### src/rtl/mega_mux_if.sv
// Handshake bundle between N input channels and the single registered output of mega_mux_arbiter.
// The master side drives the channels and downstream ready. The slave side is the arbiter.
interface mega_mux_if #(
    parameter int unsigned WIDTH    = 32,
    parameter int unsigned CHANNELS = 8,
    parameter int unsigned SELW     = $clog2(CHANNELS)
);
    logic [CHANNELS*WIDTH-1:0] in_data;
    logic [CHANNELS-1:0]       in_valid;
    logic [CHANNELS-1:0]       in_ready;
    logic [SELW-1:0]           sel;
    logic                      mode;
    logic [WIDTH-1:0]          out_data;
    logic                      out_valid;
    logic                      out_ready;
    logic [SELW-1:0]           out_chan;

    modport master (
        output in_data, in_valid, sel, mode, out_ready,
        input  in_ready, out_data, out_valid, out_chan
    );

    modport slave (
        input  in_data, in_valid, sel, mode, out_ready,
        output in_ready, out_data, out_valid, out_chan
    );
endinterface

### src/rtl/mega_mux_arbiter.sv
// Registered N:1 channel selector with valid/ready handshake and a one-entry output register.
// Define MEGAMUX_RR_EN to build the round-robin grant mode (mode=1) and its last pointer.
module mega_mux_arbiter #(
    parameter int unsigned WIDTH    = 32,
    parameter int unsigned CHANNELS = 8,
    parameter int unsigned SELW     = $clog2(CHANNELS)
) (
    input logic       clk,
    input logic       reset,
    mega_mux_if.slave bus
);
    typedef enum logic {StEmpty, StFull} state_e;

    state_e              state_q, state_d;
    logic [WIDTH-1:0]    data_q, data_d;
    logic [SELW-1:0]     chan_q, chan_d;
    logic [SELW-1:0]     grant;
    logic                grant_valid;
    logic                fixed_valid;
    logic                load;
    logic [WIDTH-1:0]    grant_data;
    logic [CHANNELS-1:0] in_ready;

    // Compare against every legal index so an out-of-range sel simply matches nothing.
    always_comb begin
        fixed_valid = 1'b0;
        for (int unsigned k = 0; k < CHANNELS; k++) begin
            if (bus.sel == SELW'(k)) fixed_valid = bus.in_valid[k];
        end
    end

`ifdef MEGAMUX_RR_EN
    logic [SELW-1:0] last_q, last_d;
    logic [SELW-1:0] rr_grant;
    logic            rr_found;
    logic            rr_active;
    int unsigned     idx;

    assign rr_active = bus.mode;

    // Scan last+1, last+2, ... wrapping at CHANNELS rather than 2**SELW.
    always_comb begin
        rr_grant = last_q;
        rr_found = 1'b0;
        idx      = 0;
        for (int unsigned i = 1; i <= CHANNELS; i++) begin
            idx = 32'(last_q) + i;
            if (idx >= CHANNELS) idx = idx - CHANNELS;
            if (!rr_found && bus.in_valid[idx[SELW-1:0]]) begin
                rr_found = 1'b1;
                rr_grant = idx[SELW-1:0];
            end
        end
    end

    assign grant       = rr_active ? rr_grant : bus.sel;
    assign grant_valid = rr_active ? rr_found : fixed_valid;
    assign last_d      = (rr_active && load) ? grant : last_q;

    always_ff @(posedge clk) begin
        if (reset) last_q <= SELW'(CHANNELS - 1);
        else       last_q <= last_d;
    end
`else
    logic unused_mode;

    assign unused_mode = bus.mode;
    assign grant       = bus.sel;
    assign grant_valid = fixed_valid;
`endif

    always_comb begin
        grant_data = '0;
        for (int unsigned k = 0; k < CHANNELS; k++) begin
            if (grant == SELW'(k)) grant_data = bus.in_data[k*WIDTH +: WIDTH];
        end
    end

    assign load = !reset && ((state_q == StEmpty) || bus.out_ready) && grant_valid;

    always_comb begin
        in_ready = '0;
        for (int unsigned k = 0; k < CHANNELS; k++) begin
            if (load && (grant == SELW'(k))) in_ready[k] = 1'b1;
        end
    end

    always_comb begin
        state_d = state_q;
        data_d  = data_q;
        chan_d  = chan_q;
        case (state_q)
            StEmpty: if (load) state_d = StFull;
            StFull: begin
                if (load)               state_d = StFull;
                else if (bus.out_ready) state_d = StEmpty;
            end
            default: state_d = StEmpty;
        endcase
        if (load) begin
            data_d = grant_data;
            chan_d = grant;
        end
    end

    always_ff @(posedge clk) begin
        if (reset) begin
            state_q <= StEmpty;
            data_q  <= '0;
            chan_q  <= '0;
        end else begin
            state_q <= state_d;
            data_q  <= data_d;
            chan_q  <= chan_d;
        end
    end

    assign bus.in_ready  = in_ready;
    assign bus.out_data  = data_q;
    assign bus.out_chan  = chan_q;
    assign bus.out_valid = (state_q == StFull);
endmodule
### src/flat_wrapper.sv
// flat-port wrapper written by rule: the top's interface ports become plain ports
module mega_mux_arbiter_flat 
#(
    parameter int unsigned WIDTH    = 32,
    parameter int unsigned CHANNELS = 8,
    parameter int unsigned SELW     = $clog2(CHANNELS)
)
  (clk, reset, bus_in_data, bus_in_valid, bus_sel, bus_mode, bus_out_ready, bus_in_ready, bus_out_data, bus_out_valid, bus_out_chan);
  mega_mux_if #(.WIDTH(WIDTH), .CHANNELS(CHANNELS), .SELW(SELW)) bus_i ();
  input logic clk;
  input logic reset;
  input wire logic [$bits(bus_i.in_data)-1:0] bus_in_data;
  input wire logic [$bits(bus_i.in_valid)-1:0] bus_in_valid;
  input wire logic [$bits(bus_i.sel)-1:0] bus_sel;
  input wire logic [$bits(bus_i.mode)-1:0] bus_mode;
  input wire logic [$bits(bus_i.out_ready)-1:0] bus_out_ready;
  output wire logic [$bits(bus_i.in_ready)-1:0] bus_in_ready;
  output wire logic [$bits(bus_i.out_data)-1:0] bus_out_data;
  output wire logic [$bits(bus_i.out_valid)-1:0] bus_out_valid;
  output wire logic [$bits(bus_i.out_chan)-1:0] bus_out_chan;
  assign bus_i.in_data = bus_in_data;
  assign bus_i.in_valid = bus_in_valid;
  assign bus_i.sel = bus_sel;
  assign bus_i.mode = bus_mode;
  assign bus_i.out_ready = bus_out_ready;
  assign bus_in_ready = bus_i.in_ready;
  assign bus_out_data = bus_i.out_data;
  assign bus_out_valid = bus_i.out_valid;
  assign bus_out_chan = bus_i.out_chan;
  mega_mux_arbiter #(.WIDTH(WIDTH), .CHANNELS(CHANNELS), .SELW(SELW)) u_core (.clk(clk), .reset(reset), .bus(bus_i));
endmodule
### config.mk
export PLATFORM = sky130hd
export DESIGN_NAME = mega_mux_arbiter_flat
export DESIGN_NICKNAME = d
export VERILOG_FILES = /design/src/rtl/mega_mux_if.sv /design/src/rtl/mega_mux_arbiter.sv /design/src/flat_wrapper.sv
export SDC_FILE = /design/constraint.sdc
export NUM_CORES = 1
export LEC_CHECK = 0
export CAP_MARGIN = 20
export CORE_AREA = 8 8 115 117
export CTS_CLUSTER_DIAMETER = 30
export DETAILED_ROUTE_END_ITERATION = 10
export DIE_AREA = 0 0 123 125
export GPL_TIMING_DRIVEN = 0
export HOLD_SLACK_MARGIN = 0.05
export PLACE_DENSITY = 0.83
export SYNTH_ARGS = -nofsm -noshare
export SYNTH_HDL_FRONTEND = slang
export SYNTH_SLANG_ARGS = --single-unit
### constraint.sdc
create_clock -name clk -period 3.3 [get_ports clk]
set_clock_uncertainty 0.1 [all_clocks]
set_input_delay 0.66 -clock clk [delete_from_list [all_inputs] [get_ports clk]]
set_output_delay 0.66 -clock clk [all_outputs]
set_load 0.01 [all_outputs]
==> results.yml <==
power_and_ir_drop:
  power_density_nw_per_um2: 288.4
  leakage_nw: 2.754
  worst_ir_drop_vdd_v: 0.0002802
clock_tree:
  htreeDepth: 2
  cts.path.max_buffers: 2
  numCtsBuffers: 5
  cts.reportedPaths.clkPinSlew_ns: 0.06
  cts.sinks: 36
  insertion_delay_ns: 0.28
  postCtsHoldBufs: 0
  cts_tree: "yes"
  root_buffer: "clkbuf_16"
grt:
  grt_pass1_wl_um: 32150
  grt.total_usage_pct: 27.30
  gr-usage-met3_pct: 5.311
  grt_max_degree: 13
  met1_usage_pct: 33.41
  grt-busiest-layer: "met2"
  grt_use_met2_pct: 46.14
  antenna_found_initial: 0
  grt_pass1_vias: 5425
  grt_overflow: 0
synth:
  yosysWarnings: 0
  ys_async_sr_fraction_pct: 0
  synth_edf_count: 0
  yosysTopAreaCellShare_pct: 19.05
  yosysTopAreaCell: "dfxtp_1"
  synth.avg_cell_area_um2: 8.522
  yosys-top-cells-area: "dfxtp_1, mux2i_1, mux4_2"
  synth_area_um2: 3784
  synth_cells: 444
  synth.distinct_cells: 36
  ys.flop_type: "dfxtp_1"
  synth_seq_area_share_pct: 19.05
  synth_nets: 715
  synth_seq_cells: 36
critical_path:
  critPathKind: "input pin to output port"
  critPathMaxFanout: 10
  start_kind: "input pin"
  critPathCaptureType: "output port"
  required_ns: 2.54
  crit_arrival_ns: 2.50
layout:
  area_growth_pct: 96.56
  register_area_um2: 720.7
  multi_input_area_um2: 2835
  final_common_cell: "clkdlybuf4s50_1"
  most-common-layout-cells: "clkdlybuf4s50_1, mux2i_1, nor2_1, o21ai_0, dfxtp_1"
  finalInstanceArea_um2: 7437
  antenna_cells: 0
  fin_nets: 1042
  drive_above_1_share_pct: 11.53
  fillCellCount: 985
floorplanning:
  initial_core_util_pct: 32.59
  core_um2: 11610
  io_pins: 315
  die_x_um: 123
  die_h_um: 125
  die-area_um2: 15380
  rows: 40
timing:
  hold_ws_ns: 0.3745
  max_freq_mhz: 307.1
  tightest_slew_ns: 0.7558
  setup_violations: 0
  hold_viol: 0
  period_minus_slack_ns: 3.256
  fin_crit_sh_pct: 98.68
  rsz0062_at_grt: "yes"
  setup_ws_ns: 0.04355
  final_max_slew_viol_count: 0
  relSlewSlack_pct: 49.61
placed_design:
  io_buffer_count: 312
  gp_congestion: 0.9270
  placed_cell_area_um2: 7091
  dp_slack_ns: -0.5212
  dp_hpwl_um: 18480
detailed_routing:
  drc: 0
  vias_per_cell: 5.632
  wl_per_cell_um: 24.15
  firstDrtPassIters: 5
  drtAntennaViolNets: 0
  wirelength_um: 22190
  vias: 5176
  drt_iter0_drc: 469
flow_run:
  cap_viol_max_count: 0
status:
  status: "finished clean"
min_path:
  hold_path.class: "register to register"
==> report_power, final <==
group          switching, mW  internal, mW  total [mW]
combinational          0.377         0.561       0.938
sequential            0.0262         0.482       0.508
clock                  0.189         0.509       0.699
total                  0.593          1.55        2.14
==> worst paths after layout <==
path / start / endpoint / slack (ns) / cells after the start
setup / recovery: bus_sel[2] / bus_in_ready[5] / 0.04 / 9
hold reg to reg: u_core.bus.out_chan[1]$_SDFFE_PP0P_ / u_core.bus.out_chan[1]$_SDFFE_PP0P_ / 0.37 / 2
hold / removal: u_core.bus.out_chan[1]$_SDFFE_PP0P_ / u_core.bus.out_chan[1]$_SDFFE_PP0P_ / 0.37 / 2
setup reg to reg: u_core.bus.out_valid$_SDFF_PP0_ / u_core.bus.out_data[17]$_SDFFE_PP0P_ / 1.34 / 7
==> critical path: stages <==
cell and delay [ns]:
clkdlybuf4s50_1 0.49, buf_6 0.14, nand3b_1 0.15, a21oi_4 0.09, o311a_4 0.42, nor2_4 0.14, buf_6 0.16, nor2_1 0.05
buf_2 0.17
==> kinds of logic after synthesis <==
kind of cell	share of synthesized area (%)
DFF	19.05
muxes	27.71
and+or+nand+nor	19.81
buffers and inverters	7.209
AOI/OAI and AO/OA	26.22
==> state kept, by name, summed over array words and instances (netlist names) <==
name	count
u_core.bus.out_data	32
u_core.bus.out_chan	3
u_core.bus.out_valid	1
==> layout make-up <==
type | instances | share of cell area [%]
tap | 147 | 2.473
sequential | 36 | 9.690
inverter | 3 | 0.1514
clock inverter | 3 | 1.211
multi-input combinational | 351 | 38.12
clock buffer | 5 | 1.682
buffer | 54 | 4.088
timing repair buffer | 320 | 42.58
==> per-stage QoR <==
| stage | power (mW) | setup TNS, ns | std cells | util, % |
|---|---|---|---|---|
| floorplan | 0.8738 | 0 | 444 | - |
| global placement | 1.403 | -2.768 | 903 | 61.07 |
| detailed placement | 1.420 | -2.876 | 903 | 61.07 |
| CTS | 2.124 | -0.06179 | 915 | 63.73 |
| global route | 2.216 | -0.01848 | 919 | 64.05 |
| finish | 2.145 | 0 | 919 | 64.05 |
==> Yosys cell counts, types with 2 or more instances <==
cell       n
nor3_1    15
o21ai_0   42
a211oi_1  14
nand4b_1  22
nor2_1    45
a21oi_1   22
o21a_1    19
buf_4      6
dfxtp_1   36
mux4_2    22
inv_1      3
o21ai_1    4
nand2b_1   4
buf_2     23
mux2i_1   53
a32oi_1   19
nand3_1    4
clkbuf_1  22
a22oi_1    2
o211ai_1  20
nor2b_1    7
mux2_2     2
nand2_1    5
buf_1      2
nand3b_1  20
==> layer usage <==
layer | vias up | part of all wire (%)
li1 | 2376 | -
met1 | 2482 | 38
met2 | 277 | 49
met3 | 41 | 9.2
met4 | 0 | 3.2
met5 | - | 0
==> what timing repair did <==
| action | CTS | global route |
|---|---|---|
| endpoints found under the setup margin | 8 | 6 |
| buffers inserted | 4 | 4 |
| hold endpoints to repair | 0 | 0 |
| gates resized for setup | 36 | 6 |
| pin swaps | 3 | 4 |
(Power assumes the default switching activity.)
